==> src/rtl/uart_tx_arbiter.sv <==
// Round-robin arbiter that hands whole messages from num_req requesters to a UART TX FIFO.
// Optional idle-grant timeout (and timeout_err port) enabled by defining UART_ARB_TIMEOUT_EN.
module uart_tx_arbiter #(
  parameter int data_bits      = 8,
  parameter int num_req        = 4,
  parameter int timeout_cycles = 1024
) (
  input  logic                         clk,
  input  logic                         reset,
  input  logic [num_req-1:0]           req_valid,
  input  logic [num_req*data_bits-1:0] req_data,
  input  logic [num_req-1:0]           req_last,
  output logic [num_req-1:0]           req_ready,
  input  logic                         tx_full,
  output logic                         wr_en,
  output logic [data_bits-1:0]         data_in,
  output logic [num_req-1:0]           grant,
  output logic                         busy
`ifdef UART_ARB_TIMEOUT_EN
  ,
  output logic                         timeout_err
`endif
);

  localparam int idx_w = (num_req > 1) ? $clog2(num_req) : 1;

  typedef enum logic {IDLE = 1'b0, GRANT = 1'b1} state_t;

  state_t               state_r, state_s;
  logic [idx_w-1:0]     owner_r, owner_s;
  logic [idx_w-1:0]     ptr_r, ptr_s;
  logic [num_req-1:0]   grant_r, grant_s;
  logic                 busy_r;
  logic                 pick_found_s;
  logic [idx_w-1:0]     pick_idx_s;
  logic [idx_w-1:0]     cand_idx_s;
  int                   cand_s;
  logic [data_bits-1:0] own_data_s;
  logic                 own_valid_s;
  logic                 own_last_s;
  logic                 beat_s;

`ifdef UART_ARB_TIMEOUT_EN
  logic [15:0]          idle_cnt_r;
  logic                 idle_s;
  logic                 timeout_hit_s;
  logic                 timeout_err_r;
`endif

  // Search for the next valid requester, starting just after the previous owner.
  always_comb begin
    pick_found_s = 1'b0;
    pick_idx_s   = '0;
    cand_s       = 0;
    cand_idx_s   = '0;
    for (int k = 1; k <= num_req; k++) begin
      cand_s     = (int'(ptr_r) + k) % num_req;
      cand_idx_s = idx_w'(cand_s);
      if (!pick_found_s && req_valid[cand_idx_s]) begin
        pick_found_s = 1'b1;
        pick_idx_s   = cand_idx_s;
      end else begin
        pick_found_s = pick_found_s;
      end
    end
  end

  // The registered one-hot grant doubles as the select for the owner's lanes.
  always_comb begin
    own_data_s = '0;
    for (int i = 0; i < num_req; i++) begin
      own_data_s = own_data_s | (req_data[i*data_bits +: data_bits] & {data_bits{grant_r[i]}});
    end
  end

  assign own_valid_s = |(req_valid & grant_r);
  assign own_last_s  = |(req_last & grant_r);
  assign beat_s      = own_valid_s & ~tx_full;

  assign req_ready = grant_r & {num_req{~tx_full}};
  assign wr_en     = beat_s;
  assign data_in   = own_data_s;
  assign grant     = grant_r;
  assign busy      = busy_r;

  // Next-state, owner and round-robin pointer selection.
  always_comb begin
    state_s = state_r;
    owner_s = owner_r;
    ptr_s   = ptr_r;
    case (state_r)
      IDLE: begin
        if (pick_found_s) begin
          state_s = GRANT;
          owner_s = pick_idx_s;
        end else begin
          state_s = IDLE;
        end
      end
      GRANT: begin
        if (beat_s && own_last_s) begin
          state_s = IDLE;
          ptr_s   = owner_r;
`ifdef UART_ARB_TIMEOUT_EN
        end else if (timeout_hit_s) begin
          state_s = IDLE;
          ptr_s   = owner_r;
`endif
        end else begin
          state_s = GRANT;
        end
      end
      default: begin
        state_s = IDLE;
      end
    endcase
    grant_s = '0;
    if (state_s == GRANT) begin
      grant_s[owner_s] = 1'b1;
    end else begin
      grant_s = '0;
    end
  end

  // State register; ptr resets to the last requester so requester 0 wins first.
  always_ff @(posedge clk or negedge reset) begin
    if (!reset) begin
      state_r <= IDLE;
      owner_r <= '0;
      ptr_r   <= idx_w'(num_req - 1);
      grant_r <= '0;
      busy_r  <= 1'b0;
    end else begin
      state_r <= state_s;
      owner_r <= owner_s;
      ptr_r   <= ptr_s;
      grant_r <= grant_s;
      busy_r  <= (state_s == GRANT);
    end
  end

`ifdef UART_ARB_TIMEOUT_EN
  assign idle_s        = (state_r == GRANT) & ~own_valid_s & ~tx_full;
  assign timeout_hit_s = idle_s & (idle_cnt_r == 16'(timeout_cycles - 1));
  assign timeout_err   = timeout_err_r;

  // Idle-grant counter: frozen while the FIFO is full, cleared by any beat.
  always_ff @(posedge clk or negedge reset) begin
    if (!reset) begin
      idle_cnt_r    <= 16'd0;
      timeout_err_r <= 1'b0;
    end else begin
      timeout_err_r <= timeout_hit_s;
      if ((state_r != GRANT) || beat_s || timeout_hit_s) begin
        idle_cnt_r <= 16'd0;
      end else if (idle_s) begin
        idle_cnt_r <= idle_cnt_r + 16'd1;
      end else begin
        idle_cnt_r <= idle_cnt_r;
      end
    end
  end
`endif

endmodule

==> config.mk <==
export PLATFORM = sky130hd
export DESIGN_NAME = uart_tx_arbiter
export DESIGN_NICKNAME = d
export VERILOG_FILES = /design/src/rtl/uart_tx_arbiter.sv
export SDC_FILE = /design/constraint.sdc
export NUM_CORES = 1
export LEC_CHECK = 0
export CORE_UTILIZATION = 33
export CTS_BUF_LIST = sky130_fd_sc_hd__clkbuf_8
export DETAILED_ROUTE_END_ITERATION = 10
export GPL_TIMING_DRIVEN = 0
export HOLD_SLACK_MARGIN = 0.03
export MAX_ROUTING_LAYER = met4
export PLACE_DENSITY = 0.86
export SYNTH_ARGS = -nofsm -noshare
export SYNTH_HDL_FRONTEND = slang
export SYNTH_SLANG_ARGS = --single-unit
==> constraint.sdc <==
create_clock -name clk -period 3.63 [get_ports clk]
set_input_delay 0.9075 -clock clk [delete_from_list [all_inputs] [get_ports clk]]
set_output_delay 0.9075 -clock clk [all_outputs]
set_load 0.1 [all_outputs]
# Word-level counts from Yosys, hierarchy flattened
# Index checks and enable logic that the tools add are counted.
# word_totals
regBits,9
out_inout_bits,18
elab_cells,62
# op_classes
add_sub_neg,4
order_cmp,6
muxes,24
bitwise,13
n_reduce_logical,11
# op_table
cell,n
8-bit AND,4
8-bit bitwise OR,3
"2-bit by 3-bit less-than comparator with 1-bit output, second input constant",5
4-bit AND,3
2-bit 2-to-1 mux,6
1-bit 2-to-1 mux,11
1-bit binary-select mux with 2-bit select,4
4-bit OR reduction,2
1-bit logical AND,5
"2-bit by 1-bit adder with 2-bit output, second input constant",2
"2-bit adder, second input constant",2
4-bit 2-to-1 mux,1
1-bit zero test,3
1-bit demux with 2-bit select,1
"2-bit by 1-bit greater-or-equal comparator with 1-bit output, second input constant",1
1-bit NOT,2
1-bit case mux with 2 select lines,1
2-bit AND reduction,1
1-bit AND,1

# Logic depth before layout (Yosys ltp)
# Gate-level depths: netlist (run 1).
# logic_depth
depth_word,20
mapped_depth,6

# Worst setup path after synthesis (run 1)
# No wires, ideal clock.
# synth_path
kind,register to output
start,reg grant_r[3] (netlist: grant[3])
end,out wr_en
t_arrival_ns,2.680
required_ns,2.723
setup_slack_ns,0.042
stages_incl_launch_ff,3
path_cell_list,dfrtp_1 > a22oi_1 > a21oi_1
# synth_between
elab_chain_len,3
# synth_lines
element,line,rtl
from (decl),32,"logic [num_req-1:0] grant_r, grant_s;"
from (signal assigned),137,grant_r <= grant_s;
4-bit AND,76,assign own_valid_s = |(req_valid & grant_r);
4-bit OR reduction,76,
1-bit AND,78,assign beat_s = own_valid_s & ~tx_full;
to (decl),15,"output logic wr_en,"
# Every way passes these cells.

# Worst setup path in the final report (run 1)
# layout_path
start,in req_valid[3]
end,out wr_en
# layout_between
elab_chain_len,3
# layout_lines
element,line,rtl
from (decl),10,"input logic [num_req-1:0] req_valid,"
4-bit AND,76,
4-bit OR reduction,76,
1-bit AND,78,
# Every way passes these cells.

==> metrics.csv, run 1 <==
metric,value,unit
status,"finished, final reports clean",
post-synthesis sequential area ratio,34.8,%
top post-synthesis cells by area,"dfrtp_1 27%, a22oi_1 23%, dfstp_2 8.0%",
vias in the first global route,784,
Post-DRT Antenna Nets,0,
Final Core Density,74.9,%
port buffer count,60,
standard-cell rows,15,
CTS Hold Bufs,0,
critical path class,in2out,
initial antenna violation count,0,
critical path peak fanout,6,
CP endpoint kind,output port,
Slew @ Worst Pin,986,ps
Mapped Area,654,um^2
Antenna diodes,0,
Hold Path Class,reg2reg,
num ports,61,
total gr overflow,0,
fmax,279,MHz
crit-path cells,clkdlybuf4s50_1 > a22oi_1 > a21oi_1 > clkdlybuf4s15_1,
area delta synth->final,104,%
Arrival @ worst endpoint,2670,ps
GP Congestion,0.755,
DIE AREA,0.00217,mm^2
post-synthesis cell count,72,
share of the synthesized area in the top cell type,26.8,%
DRC,0,
first-pass iteration count of the detailed router,4,
Core Area,0.00178,mm^2
fraction of layout cells with a size suffix above 1,13.2,%
Clock Tree Buf Depth,2,
root buffer cell,clkbuf_8,
#FFs+latches synth,9,
critical path launch point type,input port,
starting density of the core,36.7,%
TritonCTS clock tree,yes,
final period utilization,98.7,%
Synth Area per Inst,9.09,um^2
unrepaired setup endpoints after global routing,false,
post-layout minimum cycle time,3580,ps
Post-CTS Resized,1,
Chip Width,46.5,um
worst endpoint required time,2720,ps
Max H-tree Level,1,
Rel. slew slack,34.2,%
Vias,817,
clock sinks,9,
yosys warns,0,
DR iter-0 viols,26,
GRT Total Usage,22.2,%
drt wl/cell,13.8,um
Max-Cap Viols,0,
Synth area leader,dfrtp_1,
synthesized net count,115,
later-pin clock latency in the skew report,230,ps
Slowest Stage Delay on Critical Path,850,ps
first-pass GRT wire length,3.31,mm
pin count of the biggest net entering global routing,11,
setup violators final,0,
cts bufs inserted,3,
clk_skew,1.34,ps
dpl ws,-237,ps
Clock Pin Slew Worst Setup and Hold Paths,40,ps
Layout fillers,131,
Die Span Y,46.5,um
vias per cell,5.07,
final wirelength,2.22,mm
Crit-path slowest cell,clkdlybuf4s15_1,
hpwl dp,1.80,mm
Nets,180,
area of the multi-input gates,403,um^2
"Slew Viols, Final",0,
"Distinct cells, synth",25,
Post-CTS Setup Bufs,0,
Final Hold Vio Count,0,
setup slack after layout,48.8,ps
Register Area,228,um^2
## cells in the mapped netlist
cell and n:
a21o_2 1, a21oi_1 2, a221oi_1 1, a22o_2 1
a22oi_1 20, and2b_1 1, and3_1 1, and3b_1 2
buf_2 4, dfrtp_1 7, dfstp_2 2, inv_1 1
mux2_2 2, nand2_1 10, nand2_2 1, nand2b_1 3
nand2b_2 1, nand3_1 1, nor2b_1 4, nor3b_1 1
o21a_1 2, o21ai_2 1, o221a_2 1, o22ai_1 1
or4_4 1
## state kept, by name, summed over array words and instances (netlist names)
| register | count |
|---|---|
| owner_r | 2 |
| ptr_r | 2 |
| busy | 1 |
| grant | 4 |
## placed cells by master (no fill, tap or decap), types with 3 or more instances in the layout
cell,netlist,final
a22oi_1,20,20
buf_2,4,4
clkdlybuf4s50_1,0,57
dfrtp_1,7,7
clkbuf_8,0,3
nand2_1,10,10
nand2b_1,3,3
nor2b_1,4,4
## path summary, 6_finish.rpt
| kind | startpoint | to | slack [ps] | cells past startpoint |
|---|---|---|---|---|
| max reg2reg | ptr_r[1] | grant[2] | 2110 | 5 |
| min in group asynchronous | reset | grant[1] | 960 | 1 |
| min | owner_r[1] | ptr_r[1] | 500 | 1 |
| max in group asynchronous | reset | ptr_r[0] | 2360 | 1 |
| max | req_valid[3] | wr_en | 50 | 4 |
| min reg2reg | owner_r[1] | ptr_r[1] | 500 | 1 |
## logic make-up after synthesis
| logic type | share of synthesized area (%) |
|---|---|
| simple gates | 23.1 |
| compound gates | 35.0 |
| flops | 34.8 |
| buf+inv | 3.63 |
| mux | 3.44 |
## critical path, delay by kind of cell
kind                   cells  cell delay, ps
AOI/OAI and AO/OA          2             340
buffers and inverters      2            1420
## metrics by stage
step	setup TNS [ps]	hold slack (ps)	cells	instance area [um^2]
final	0	504	161	1340
after global routing	0	525	161	1340
after CTS	0	509	161	1330
after detailed placement	-237	499	157	1290
after global placement	-247	493	157	1290
after floorplan	0	482	72	654
## cell type report
cell class / instances / area share, %
flip-flops and latches: 9 / 17.0
clock buffers: 3 / 3.09
well taps: 25 / 2.34
plain buffers: 4 / 1.50
inverters: 1 / 0.281
multi-input cells: 58 / 30.1
repair buffers: 60 / 45.3
clock inverters: 1 / 0.281
## metal layers
metal / part of all wire (%) / up-vias / GRT usage [%]
met4: 0.77 / 0 / 8.82
li1: - / 408 / -
met5: 0 / - / -
met3: 10 / 2 / 3.53
met1: 40 / 363 / 22.7
met2: 49 / 44 / 41.1
Power of run 1 is left out: the tool's default activity adds up to more than one toggle a clock period on the data nets, which glitch-free logic cannot reach.
==> run 2: changes to the inputs <==
- SKIP_CTS_REPAIR_TIMING: default -> 1
==> run 2 against run 1 <==
Fmax up 0.19%. Highest routed layer unchanged. Critical path depth is 1 lower. Utilization increased by 0.14 points. Worst hold slack unchanged. Via count is 0.37% higher. Worst setup slack gained 6.8 ps. Cell count unchanged. Clock-buffer cell count stayed put. Design area rose by 0.19%. Critical path type unchanged. Largest cell class unchanged. First-iteration DRC count unchanged.
==> metrics.csv, run 2 (synthesized netlist as in run 1, its figures left out) <==
metric,value,unit,change
port buffer count,60,,unchanged
hpwl dp,1.80,mm,unchanged
Crit-path slowest cell,clkdlybuf4s50_1,,
later-pin clock latency in the skew report,230,ps,about the same
fmax,280,MHz,+0.19%
"delay-heaviest family, CP",buffers and inverters,,
Max H-tree Level,1,,unchanged
tightest hold margin,504,ps,unchanged
crit path buf inv count,2,,unchanged
starting density of the core,36.7,%,unchanged
fraction of layout cells with a size suffix above 1,13.2,%,unchanged
Post-DRT Antenna Nets,0,,unchanged
first-pass iteration count of the detailed router,4,,unchanged
drt wl/cell,13.8,um,about the same
"Slew Viols, Final",0,,unchanged
Clock Tree Buf Depth,2,,unchanged
final period utilization,98.5,%,-0.19 points
initial antenna violation count,0,,unchanged
cts bufs inserted,3,,unchanged
critical path launch point type,input port,,
DR iter-0 viols,26,,unchanged
status,"finished, final reports clean",,
Max-Cap Viols,0,,unchanged
most frequent cells in the layout,"57 x clkdlybuf4s50_1, 20 x a22oi_1, 10 x nand2_1, 7 x dfrtp_1",,
area delta synth->final,105,%,
root buffer cell,clkbuf_8,,
Hold Path Class,reg2reg,,
critical path peak fanout,5,,-1
Die Span Y,46.5,um,unchanged
setup violators final,0,,unchanged
Vias,820,,+0.37%
Final Hold Vio Count,0,,unchanged
TritonCTS clock tree,yes,,
GP Congestion,0.755,,unchanged
Arrival @ worst endpoint,2670,ps,about the same
final wirelength,2.22,mm,about the same
CP endpoint kind,output port,,
max reg flops,4,,unchanged
clock sinks,9,,unchanged
post-layout minimum cycle time,3570,ps,-6.83 ps
Nets,180,,unchanged
DIE AREA,0.00217,mm^2,unchanged
"commonest non-fill, non-tap cell in the layout",clkdlybuf4s50_1,,
pin count of the biggest net entering global routing,11,,unchanged
critical path class,in2out,,
clk_skew,1.10,ps,-0.239 ps
GRT Total Usage,22.2,%,unchanged
Antenna diodes,0,,unchanged
num ports,61,,unchanged
unrepaired setup endpoints after global routing,false,,
vias in the first global route,784,,unchanged
first-pass GRT wire length,3.31,mm,unchanged
crit-path cells,clkdlybuf4s50_1 > nor2b_1 > clkdlybuf4s50_1,,
Slew @ Worst Pin,986,ps,+0.0279 ps
worst endpoint required time,2720,ps,about the same
Rel. slew slack,34.2,%,about the same
total gr overflow,0,,unchanged
DRC,0,,unchanged
vias per cell,5.09,,+0.37%
Slowest Stage Delay on Critical Path,1140,ps,+290 ps
Clock Pin Slew Worst Setup and Hold Paths,40,ps,about the same
Core Area,0.00178,mm^2,unchanged
standard-cell rows,15,,unchanged
CP most frequent cell,clkdlybuf4s50_1,,
Chip Width,46.5,um,unchanged
## run 2: through the flow
stage	worst slack (ps)	TNS (ps)	cells	instance area (um^2)	util [%]
5_1_grt	2.84	0	161	1340	75.1
6_report	55.6	0	161	1340	75.1
3_5_place_dp	-237	-237	157	1290	72.1
4_1_cts	-254	-254	161	1330	74.7
2_1_floorplan	42.3	0	72	654	-
3_3_place_gp	-247	-247	157	1290	72.1
## run 2: path summary, 6_finish.rpt
check / cells after the start / slack, ps / start / to
setup / recovery: 3 / 60 / tx_full / req_ready[1]
hold / removal: 1 / 500 / owner_r[1] / ptr_r[1]
setup reg to reg: 5 / 2110 / ptr_r[1] / grant[2]
hold reg to reg: 1 / 500 / owner_r[1] / ptr_r[1]
max in group asynchronous: 1 / 2360 / reset / ptr_r[0]
min in group asynchronous: 1 / 960 / reset / grant[1]
## run 2: cell type report
type / instances / area [um^2]
Timing Repair Buffer: 60 / 608
Fill cell: 130 / 444
Multi-Input combinational cell: 58 / 403
Sequential cell: 9 / 228
Clock buffer: 3 / 41.3
Tap cell: 25 / 31.3
Buffer: 4 / 20.0
Clock inverter: 1 / 3.75
Inverter: 1 / 3.75
## run 2: per-layer routing
| layer | GRT usage, % | up-vias | part of all wire (%) |
|---|---|---|---|
| li1 | - | 410 | - |
| met1 | 22.7 | 364 | 41 |
| met2 | 41.1 | 44 | 49 |
| met3 | 3.53 | 2 | 9.9 |
| met4 | 8.82 | 0 | 0.77 |
| met5 | - | - | 0 |
Power of run 2 is left out for the same reason.
